<file path="src/rtl/chan_mux_rr_pkg.sv">
// Shared definitions for the chan_mux_rr stream multiplexer.
// Mode encoding and the round-robin pointer advance rule.
package chan_mux_rr_pkg;

   localparam logic MODE_FIXED = 1'b0;
   localparam logic MODE_RR    = 1'b1;

   // Pointer moves one past the granted channel, wrapping at nch-1.
   function automatic int unsigned rr_next(input int unsigned idx, input int unsigned nch);
      return (idx == nch - 1) ? 0 : idx + 1;
   endfunction

endpackage

</file>
<file path="src/rtl/rr_arbiter.sv">
// Combinational rotate-priority arbiter: grants the first requester at or after ptr,
// wrapping to channel 0. The pointer itself is owned by the caller.
module rr_arbiter #(
   parameter int unsigned NCH = 8,
   localparam int unsigned SW = $clog2(NCH)
) (
   input  logic [NCH-1:0] req,
   input  logic [SW-1:0]  ptr,
   input  logic           en,
   output logic [NCH-1:0] gnt_onehot,
   output logic [SW-1:0]  gnt_idx,
   output logic           gnt_any
);

   logic [NCH-1:0] hi_mask;
   logic [NCH-1:0] req_hi;
   logic [NCH-1:0] pick;

   always_comb begin
      hi_mask = '0;
      for (int j = 0; j < NCH; j++) begin
         hi_mask[j] = (j >= int'(ptr));
      end
   end

   assign req_hi = req & hi_mask;

   // Requests at/above ptr win; otherwise fall back to the lowest overall (the wrap).
   always_comb begin
      gnt_onehot = '0;
      gnt_idx    = '0;
      gnt_any    = 1'b0;
      pick       = '0;
      if (en) begin
         pick = (|req_hi) ? req_hi : req;
         for (int j = NCH - 1; j >= 0; j--) begin
            if (pick[j]) begin
               gnt_idx = SW'(j);
            end
         end
         gnt_any    = |pick;
         gnt_onehot = pick & (~pick + 1'b1);
      end
   end

endmodule

</file>
<file path="src/rtl/chan_mux_rr.sv">
// NCH-channel registered stream multiplexer with valid/ready handshake and
// selectable fixed-select or round-robin arbitration.
module chan_mux_rr
   import chan_mux_rr_pkg::*;
#(
   parameter int unsigned NCH = 8,
   parameter int unsigned W   = 8,
   localparam int unsigned SW = $clog2(NCH)
) (
   input  logic             clk,
   input  logic             rst_n,
   input  logic             mode,
   input  logic [SW-1:0]    sel,
   input  logic [NCH*W-1:0] in_data,
   input  logic [NCH-1:0]   in_valid,
   output logic [NCH-1:0]   in_ready,
   output logic [W-1:0]     out_data,
   output logic             out_valid,
   input  logic             out_ready,
   output logic [SW-1:0]    out_ch
);

   localparam logic [SW:0] NchW = (SW + 1)'(NCH);

   logic [SW-1:0]  ptr_q, ptr_d;
   logic           out_valid_q, out_valid_d;
   logic [W-1:0]   out_data_q, out_data_d;
   logic [SW-1:0]  out_ch_q, out_ch_d;

   logic           is_rr;
   logic           sel_ok;
   logic           fix_any;
   logic [NCH-1:0] fix_onehot;
   logic [NCH-1:0] rr_onehot;
   logic [SW-1:0]  rr_idx;
   logic           rr_any;
   logic           gnt_any;
   logic [SW-1:0]  gnt_idx;
   logic [NCH-1:0] gnt_onehot;
   logic           can_load;
   logic           load;
   logic [W-1:0]   mux_data;

   assign is_rr  = (mode == MODE_RR);
   assign sel_ok = ({1'b0, sel} < NchW);

   rr_arbiter #(
      .NCH (NCH)
   ) u_arb (
      .req        (in_valid),
      .ptr        (ptr_q),
      .en         (is_rr),
      .gnt_onehot (rr_onehot),
      .gnt_idx    (rr_idx),
      .gnt_any    (rr_any)
   );

   // Out-of-range sel never grants, even when NCH is not a power of two.
   always_comb begin
      fix_any    = 1'b0;
      fix_onehot = '0;
      if (sel_ok) begin
         fix_any = in_valid[sel];
      end
      for (int j = 0; j < NCH; j++) begin
         fix_onehot[j] = fix_any && (sel == SW'(j));
      end
   end

   always_comb begin
      gnt_any    = fix_any;
      gnt_idx    = sel;
      gnt_onehot = fix_onehot;
      if (is_rr) begin
         gnt_any    = rr_any;
         gnt_idx    = rr_idx;
         gnt_onehot = rr_onehot;
      end
   end

   assign can_load = !out_valid_q || out_ready;
   assign load     = gnt_any && can_load;
   assign in_ready = gnt_onehot & {NCH{can_load}};

   always_comb begin
      mux_data = '0;
      for (int k = 0; k < NCH; k++) begin
         if (gnt_idx == SW'(k)) begin
            mux_data = in_data[k*W +: W];
         end
      end
   end

   // Data/ch hold their last value after a drain; only valid falls.
   always_comb begin
      out_valid_d = load || (out_valid_q && !out_ready);
      out_data_d  = out_data_q;
      out_ch_d    = out_ch_q;
      ptr_d       = ptr_q;
      if (load) begin
         out_data_d = mux_data;
         out_ch_d   = gnt_idx;
         if (is_rr) begin
            ptr_d = SW'(rr_next(32'(gnt_idx), NCH));
         end
      end
   end

   always_ff @(posedge clk or negedge rst_n) begin
      if (!rst_n) begin
         ptr_q       <= '0;
         out_valid_q <= 1'b0;
         out_data_q  <= '0;
         out_ch_q    <= '0;
      end else begin
         ptr_q       <= ptr_d;
         out_valid_q <= out_valid_d;
         out_data_q  <= out_data_d;
         out_ch_q    <= out_ch_d;
      end
   end

   assign out_valid = out_valid_q;
   assign out_data  = out_data_q;
   assign out_ch    = out_ch_q;

endmodule

</file>
<file path="config.mk">
export PLATFORM = sky130hd
export DESIGN_NAME = chan_mux_rr
export DESIGN_NICKNAME = d
export VERILOG_FILES = /design/src/rtl/chan_mux_rr_pkg.sv /design/src/rtl/rr_arbiter.sv /design/src/rtl/chan_mux_rr.sv
export SDC_FILE = /design/constraint.sdc
export NUM_CORES = 1
export LEC_CHECK = 0
export ABC_AREA = 1
export CAP_MARGIN = 10
export CORE_MARGIN = 2
export CORE_UTILIZATION = 43
export DETAILED_ROUTE_END_ITERATION = 10
export GPL_TIMING_DRIVEN = 0
export PLACE_DENSITY_LB_ADDON = 0.25
export SLEW_MARGIN = 20
export SYNTH_ARGS = -nofsm -noshare
export SYNTH_HDL_FRONTEND = slang
export SYNTH_SLANG_ARGS = --single-unit
</file>
<file path="constraint.sdc">
create_clock -name clk -period 3.7 [get_ports clk]
set_input_delay 0.555 -clock clk [delete_from_list [all_inputs] [get_ports clk]]
set_output_delay 0.555 -clock clk [all_outputs]
set_load 0.05 [all_outputs]
</file>
# Word-level counts from Yosys, hierarchy flattened
# Index checks and enable logic that the tools add are counted.
dict set report classes {
  eq_ne 14
  muxes 23
  reduce_logical 19
  order_cmp 8
  n_addsub 2
  n_bitwise 4
}
# operator count
set op_table {}
lappend op_table {{2-to-1 mux 8 bit} 10}
lappend op_table {{2-to-1 mux 3 bit} 10}
lappend op_table {{bitwise AND 8 bit} 3}
lappend op_table {{equality test 3 bit, second input constant} 8}
lappend op_table {{OR reduction 8 bit} 2}
lappend op_table {{equality test 3 x 2 -> 1 bit, second input constant} 4}
lappend op_table {{logical AND 1 bit} 10}
lappend op_table {{>= comparator 3 bit, first input constant} 3}
lappend op_table {{adder 8 x 1 -> 8 bit, second input constant} 1}
lappend op_table {{NOT 8 bit} 1}
lappend op_table {{equality test 3 x 1 -> 1 bit, second input constant} 2}
lappend op_table {{>= comparator 1 x 3 -> 1 bit, first input constant} 2}
lappend op_table {{>= comparator 2 x 3 -> 1 bit, first input constant} 2}
lappend op_table {{logical NOT 3 bit} 2}
lappend op_table {{< comparator 3 x 4 -> 1 bit, second input constant} 1}
lappend op_table {{adder 3 x 1 -> 3 bit, second input constant} 1}
lappend op_table {{binary-select mux 1 bit (select 3 bit)} 1}
lappend op_table {{logical NOT 1 bit} 2}
lappend op_table {{logical OR 1 bit} 2}
lappend op_table {{2-to-1 mux 1 bit} 2}
lappend op_table {{AND reduction 2 bit} 1}
dict set report totals {
  word_cells 74
  inputBits 79
  ff_bits 15
}

# Longest topological paths before layout
dict set report logic_depth {
  word_depth 22
  mapped_depth 28
  mapped_depth_nobuf 27
}

# Cells and area by module
# Synthesis repeated with hierarchy kept, for this count alone.
dict set report hier_totals {
  hier_cells 428
  hier_area_um2 2282.2
}
# mod seq_area_each_um2 area_per_inst_um2 instances cells_each
set modules_own_cells {}
lappend modules_own_cells {chan_mux_rr 375.4 1865.5 1 339}
lappend modules_own_cells {rr_arbiter 0.0 416.6 1 89}

# Worst setup path before layout
# Ideal clock, no wire load.
dict set report synth_path {
  kind {input port to output port}
  start {input sel[0]}
  end {output in_ready[1]}
  path_stages 9
  arrival_ns 3.731
  slack_ns -0.586
  path_buffers 0
  required_ns 3.145
  path_cell_list {inv_1 -> nor2_1 -> inv_1 -> o22ai_1 -> a211oi_1 -> inv_1 -> nor3_1 -> a21oi_1 -> a2111oi_0}
}
dict set report synth_via {
  elab_chain_cells 5
  word_cells_on_any_way 6
  cone_classes {eq/ne: 1; mux: 3; bitwise: 1; reduce/logical: 1}
}
# item line_no
set synth_rtl {}
lappend synth_rtl {{start, declared} chan_mux_rr.sv:13} ;# input logic [SW-1:0] sel,
lappend synth_rtl {{binary-select mux 1 bit (select 3 bit)} chan_mux_rr.sv:63} ;# fix_any = in_valid[sel];
lappend synth_rtl {{2-to-1 mux 1 bit (implied by the code)} chan_mux_rr.sv:63}
lappend synth_rtl {{logical AND 1 bit *} chan_mux_rr.sv:66} ;# fix_onehot[j] = fix_any && (sel == SW'(j));
lappend synth_rtl {{2-to-1 mux 8 bit *} chan_mux_rr.sv:74} ;# if (is_rr) begin
lappend synth_rtl {{bitwise AND 8 bit *} chan_mux_rr.sv:83} ;# assign in_ready = gnt_onehot & {NCH{can_load}};
lappend synth_rtl {{end, declared} chan_mux_rr.sv:16} ;# output logic [NCH-1:0] in_ready,
# Every way passes the cells marked *; elsewhere a longest branch is shown, timed or not. The select of a mux whose other input is x is not followed.

# Worst setup path after layout
dict set report layout_path {
  start {input in_valid[1]}
  end {output in_ready[5]}
}
dict set report layout_via {
  elab_chain_cells 8
  word_cells_on_any_way 11
  cone_classes {add/sub: 1; mux: 4; bitwise: 4; reduce/logical: 2}
}
# item line_no
set layout_rtl {}
lappend layout_rtl {{start, declared} chan_mux_rr.sv:15} ;# input logic [NCH-1:0] in_valid,
lappend layout_rtl {{bitwise AND 8 bit} rr_arbiter.sv:26} ;# assign req_hi = req & hi_mask;
lappend layout_rtl {{OR reduction 8 bit} rr_arbiter.sv:35} ;# pick = (|req_hi) ? req_hi : req;
lappend layout_rtl {{2-to-1 mux 8 bit} rr_arbiter.sv:35}
lappend layout_rtl {{NOT 8 bit} rr_arbiter.sv:42} ;# gnt_onehot = pick & (~pick + 1'b1);
lappend layout_rtl {{adder 8 x 1 -> 8 bit} rr_arbiter.sv:42}
lappend layout_rtl {{bitwise AND 8 bit} rr_arbiter.sv:42}
lappend layout_rtl {{2-to-1 mux 8 bit *} chan_mux_rr.sv:74}
lappend layout_rtl {{bitwise AND 8 bit *} chan_mux_rr.sv:83}
# Marked as above.

==> out/summary.txt <==
Cells after Synth = 396
Initial antenna violation count = 0
Reg power frac = 0.168
Synth Area in Compound Gates = 0.127
Most used cell, CP = nand2_1
Die width = 76.0 µm
CP required = 3.14 ns
CTS tree = built
Max Fclk = 0.288 GHz
Drc violations = 0
Number of max-cap violations = 0
CTS max path bufs = 2
Internal = 0.754 mW
Area Growth Syn to Fin = 51.7%
Main combinational cell family by area after synthesis = simple AND/OR/NAND/NOR gates
FF+latch count, synth = 15
Gr ovfl total = 0
Design Power = 1.64 mW
CTS sink cnt = 15
CP endpoint kind = primary output
Core area = 5040 µm²
Die area = 5770 µm²
Clock share of power = 0.077
Filler cells = 472
Final worst path period need = 3.47 ns
Clock slew at reported path FFs = 0.06 ns
Number of global-route vias before repair = 2577
Worst-Skew Late Latency = 0.24 ns
Switching Power = 0.889 mW
Pleak = 1.82 nW
Setup violations, final = 0
M1 WL = 3100 µm
Share of cells above drive strength 1 = 0.0882
Final wirelength = 6890 µm
Sequential share of the synthesized area = 0.168
Rows = 26
First-pass GRT wire length = 11400 µm
Hold buffers post-CTS = 0
Avg Inst Size Synth = 5.63 µm²
DPL Wire Length = 5540 µm
Total negative slack = 0 ns
Comb power frac = 0.755
Synthesized area = 2230 µm²
Vias/cell = 4.94
Top routing layer in use = met4
Starting DRT DRC Count = 145
CP top delay family = buffers and inverters
Total track usage = 0.234
Slowest cell on crit path = dlygate4sd2_1
Cell Pwr Density = 486 nW/µm²
Number of buffers created by CTS = 3
Yosys warns = 0
Die Ht = 76.0 µm
First-pass detailed-route iteration total = 5
XOR/XNOR share of the synthesized area = 0
Status = completed
Clk Tree Root Cell = clkbuf_8
Commonest non-fill, non-tap cells in the layout = nand2_1, clkdlybuf4s50_1, inv_1
RSZ-0062 raised after global routing = yes
Rel. slew slack = 0.587
Sw frac = 0.541
Clock Skew = 0.00291 ns
Post-synth cell types = 36
Final period util = 0.937
Met3 wire length = 427 µm
ANT nets after route = 0
Top-Level Pins = 99
Hold Crit Class = reg -> reg
Max incr delay on CP = 0.53 ns
Sequence of cells on the critical path = clkdlybuf4s50_1, nand2_1, nand2_1, nor2_4, buf_4, nand3_2, nand2_2, nand2_2, nor2_4, inv_1, o21ai_0, nand2_1, nor2_1, dlygate4sd2_1
Worst-path maximum fanout = 5
Clock H-tree levels = 1
Hold Fails Final Rpt = 0
Critical path class = in -> out
Peak supply drop = 0.000486 V
Synth Net Count = 481
Finished Core Util = 0.670
Pins Over Slew Limit = 0
Initial core utilization = 0.442
Port Buffers = 98
GP Congestion = 0.932
WL/cell = 12.1 µm
CP bufs+invs = 4
Pin count of the biggest net entering global routing = 20
Synth Area in Simple Gates = 0.514
Antenna cells = 0
Vias = 2812
Adder-cell share of the synthesized area = 0.0337
CP Data Arrival Time = 2.91 ns
Commonest non-fill, non-tap cell in the layout = nand2_1
Post-synthesis mux area share = 0
Met2 routed WL = 3300 µm
Nets = 585
Slew @ Worst Pin = 0.618 ns
Critical Path Source Type = input port
timing repair:
action                                  in CTS  in global routing
hold endpoints to repair                     0                  0
resized for setup                            8                 19
pin swaps                                    1                  0
endpoints found under the setup margin      13                 11
buffers inserted                             1                  2
metal layers:
metal	vias up	global-route usage
met5	-	0
met3	8	0.0284
met1	1233	0.312
met2	115	0.408
li1	1456	-
met4	0	0.0473
worst reg2reg max path, stage by stage (launching register included):
cell      delay [ns]
dfrtp_1         0.43
nand2_2         0.11
o21ai_4         0.19
nand2_4         0.09
nor2_8          0.15
nand2_4         0.09
o21ai_4         0.17
inv_1           0.09
o311ai_1        0.23
nand2_1         0.08
nand2_1         0.06
nand3_1         0.09
o21ai_2         0.14
inv_2           0.09
ha_1            0.20
buf_2           0.19
nand2_4         0.13
inv_2           0.08
a21oi_1         0.12
nand2_1         0.06
nand2_1         0.05
nand2_1         0.04
nand2_1         0.07
nand2_1         0.06
nand2_1         0.07
nand2_1         0.07
synth_stat cells, drive strengths merged:
cell | count | share of area
nand4 | 26 | 0.073
inv | 68 | 0.11
or2 | 7 | 0.020
ha | 6 | 0.034
o311ai | 2 | 0.0079
nor3 | 3 | 0.0067
dfrtp | 15 | 0.17
a31oi | 1 | 0.0028
a211oi | 2 | 0.0067
o32ai | 1 | 0.0039
a2111oi | 1 | 0.0039
clkinv | 1 | 0.0017
buf | 9 | 0.030
clkbuf | 6 | 0.011
nand3 | 22 | 0.062
o22ai | 3 | 0.0084
nand2 | 142 | 0.26
o21ai | 24 | 0.064
nor2 | 44 | 0.088
a21oi | 13 | 0.029
power by group through the flow:
| stage | Sequential (mW) | Combinational (mW) | Clock, mW |
|---|---|---|---|
| floorplan | 0.450 | 0.669 | 0 |
| global placement | 0.276 | 1.19 | 0 |
| detailed placement | 0.278 | 1.21 | 0 |
| CTS | 0.276 | 1.22 | 0.129 |
| global route | 0.285 | 1.37 | 0.139 |
| finish | 0.277 | 1.24 | 0.126 |
worst paths after layout:
check | from | endpoint | slack (ns) | cells after the start
min reg2reg | out_ch[2] | out_ch[2] | 0.49 | 2
min | out_ch[2] | out_ch[2] | 0.49 | 2
max | in_valid[1] | in_ready[5] | 0.23 | 14
max reg2reg | ptr_q[2] | out_data[5] | 0.42 | 25
max in group asynchronous | rst_n | out_ch[0] | 2.60 | 1
min in group asynchronous | rst_n | out_data[1] | 0.70 | 1
cell families after synthesis:
family          after synthesis
buf+inv                      84
simple gates                244
compound gates               47
fa+ha+maj                     6
flops                        15
flip-flops by register name (all words and copies together) (netlist names):
name,count
out_ch,3
ptr_q,3
out_valid,1
out_data,8
final cells by class:
class	count	area [µm²]	area share
multi-input cells	297	1520	0.451
repair buffers	101	1000	0.296
flip-flops and latches	15	375	0.111
inverters	69	259	0.0766
plain buffers	13	88.8	0.0263
well taps	70	87.6	0.0259
clock buffers	4	45.0	0.0133
metrics by stage:
step | instances | worst slack [ns] | instance area, µm² | hold slack, ns
after floorplan | 396 | 0.0787 | 2230 | 0.259
after CTS | 567 | 0.0115 | 3340 | 0.487
final | 569 | 0.233 | 3380 | 0.488
after global routing | 569 | -0.0215 | 3380 | 0.503
after detailed placement | 564 | -0.329 | 3300 | 0.473
after global placement | 564 | -0.267 | 3300 | 0.466
(Power assumes the default switching activity.)
==> edit, RTL diff (same flow settings) <==
`W`: 8 -> 7.
--- a/src/rtl/chan_mux_rr.sv
+++ b/src/rtl/chan_mux_rr.sv
@@ -4,7 +4,7 @@
    import chan_mux_rr_pkg::*;
 #(
    parameter int unsigned NCH = 8,
-   parameter int unsigned W   = 8,
+   parameter int unsigned W   = 7,
    localparam int unsigned SW = $clog2(NCH)
 ) (
    input  logic             clk,
Interface: changed (resized in_data and out_data); port bits go from 99 to 90. No check against the original RTL was run, so the function may have changed too.
==> edit against the original RTL <==
- utilization increased by 1.0 points
- final area decreased by 6.1%
- critical endpoint is now in_ready[0]
- die area shrank 7.3%
- area after synthesis down 7.7%
- cell count fell by 8.1%
- total power decreased by 4.7%
- setup slack got worse by 74 ps
- sequential cell count down 1
- largest cell class unchanged
- routed wire length fell by 8.8%
==> edit: results (changes against the original RTL) <==
Clock Skew: 3.02 ps (was 2.91 ps)
violation count after the first detailed-route iteration: 116 (was 145)
Worst R2R Path Depth: 24 (was 25)
top cells by count, synth: nand2_1 (117), inv_1 (58), nor2_1 (42), nand3_1 (25), nand4_1 (23) (was nand2_1 (133), inv_1 (66), nor2_1 (41), nand4_1 (26), nand3_1 (18))
HP Start: out_data[3] (was out_ch[2])
GRT Residual Overflow: 0 (unchanged)
leakage: 0.00175 µW (was 0.00182 µW)
Synth Area in Adders: 3.65% (was 3.37%)
routed length per instance: 12.0 µm (was 12.1 µm)
IO buf count: 89 (was 98)
first-pass GRT wire length: 9.98 mm (was 11.4 mm)
hpwl dp: 5.00 mm (was 5.54 mm)
Crit Path Max Fanout: 6 (was 5)
largest vdd supply drop: 443 µV (was 486 µV)
DR pass1 iterations: 4 (was 5)
post-synth net total: 451 (was 481)
status: finished, final reports clean (unchanged)
Switch Pwr: 829 µW (was 889 µW)
met3 Usage GRT: 2.76% (was 2.84%)
cell count after synthesis: 374 (was 396)
Compound-Gate Fraction of Synth Area: 12.2% (was 12.7%)
multiplexer share of the synthesized area: 0% (unchanged)
worst slew pin tran: 674 ps (was 618 ps)
CP max stage delay: 820 ps (was 530 ps)
NumNets Final: 547 (was 585)
Layout Cells excl Fill: 523 (was 569)
CP Launch Point: sel[0] (was in_valid[1])
Hold WS: 482 ps (was 488 ps)
Critical Path Sink: in_ready[0] (was in_ready[5])
arrival time worst endpoint: 2990 ps (was 2910 ps)
root cell of the clock tree: clkbuf_8 (unchanged)
largest net degree at the start of global routing: 15 (was 20)
slowest stage cell, crit path: clkdlybuf4s50_1 (was dlygate4sd2_1)
WHS Endpoint: out_data[3] (was out_ch[2])
global placer's final weighted congestion: 0.906 (was 0.932)
dpl cell area: 3020 µm² (was 3300 µm²)
Total GRT Usage: 22.7% (was 23.4%)
register area share after synthesis: 17.0% (was 16.8%)
Synth Area in XOR/XNOR: 0% (unchanged)
Ys Warns: 0 (unchanged)
met1 Use GR: 30.3% (was 31.2%)
via/cell ratio: 4.92 (was 4.94)
share of layout cells above drive strength 1: 9.38% (was 8.82%)
top cells by area, synth: nand2_1 (21%), dfrtp_1 (17%), inv_1 (11%), nor2_1 (7.7%), nand4_1 (7.0%) (was nand2_1 (22%), dfrtp_1 (17%), inv_1 (11%), nand4_1 (7.3%), nor2_1 (6.9%))
H-Tree Depth: 1 (unchanged)
number of flip-flops in the largest register: 7 (was 8)
Synth cell types: 31 (was 36)
Reg clk slew, reported paths: 50 ps
vias in the first global route: 2346 (was 2577)
global-route track usage on met2: 39.1% (was 40.8%)
## edit: per-layer routing
layer	wire, µm	vias to the layer above
met5	0	-
met4	91	0
met3	304	10
met2	3020	71
met1	2870	1114
li1	-	1377
## edit: timing repair
action | in CTS | in global routing
resized for setup | 4 | 24
setup buffers | 3 | 1
setup endpoints to repair | 8 | 14
pin swaps | 1 | 2
## edit: stage by stage
step           power (µW)  TNS (ps)  setup slack (ps)
5_1_grt              1710     -97.3             -65.5
2_1_floorplan        1030         0               149
3_5_place_dp         1360     -3700              -536
3_3_place_gp         1340     -2880              -441
4_1_cts              1530         0              10.6
6_report             1570         0               159
## edit: cell type report
type                       instances  area (µm²)
sequential                        14         350
inverter                          67         254
multi-input combinational        280        1430
fill                             422        1490
tap                               54        67.6
timing repair buffer              93         945
buffer                            11        68.8
clock buffer                       4        55.1
## edit: power groups by stage
stage,clock network (µW),logic (µW),registers (µW)
floorplan,0,615,414
global placement,0,1090,258
detailed placement,0,1100,259
CTS,150,1120,257
global route,154,1300,265
finish,145,1160,258
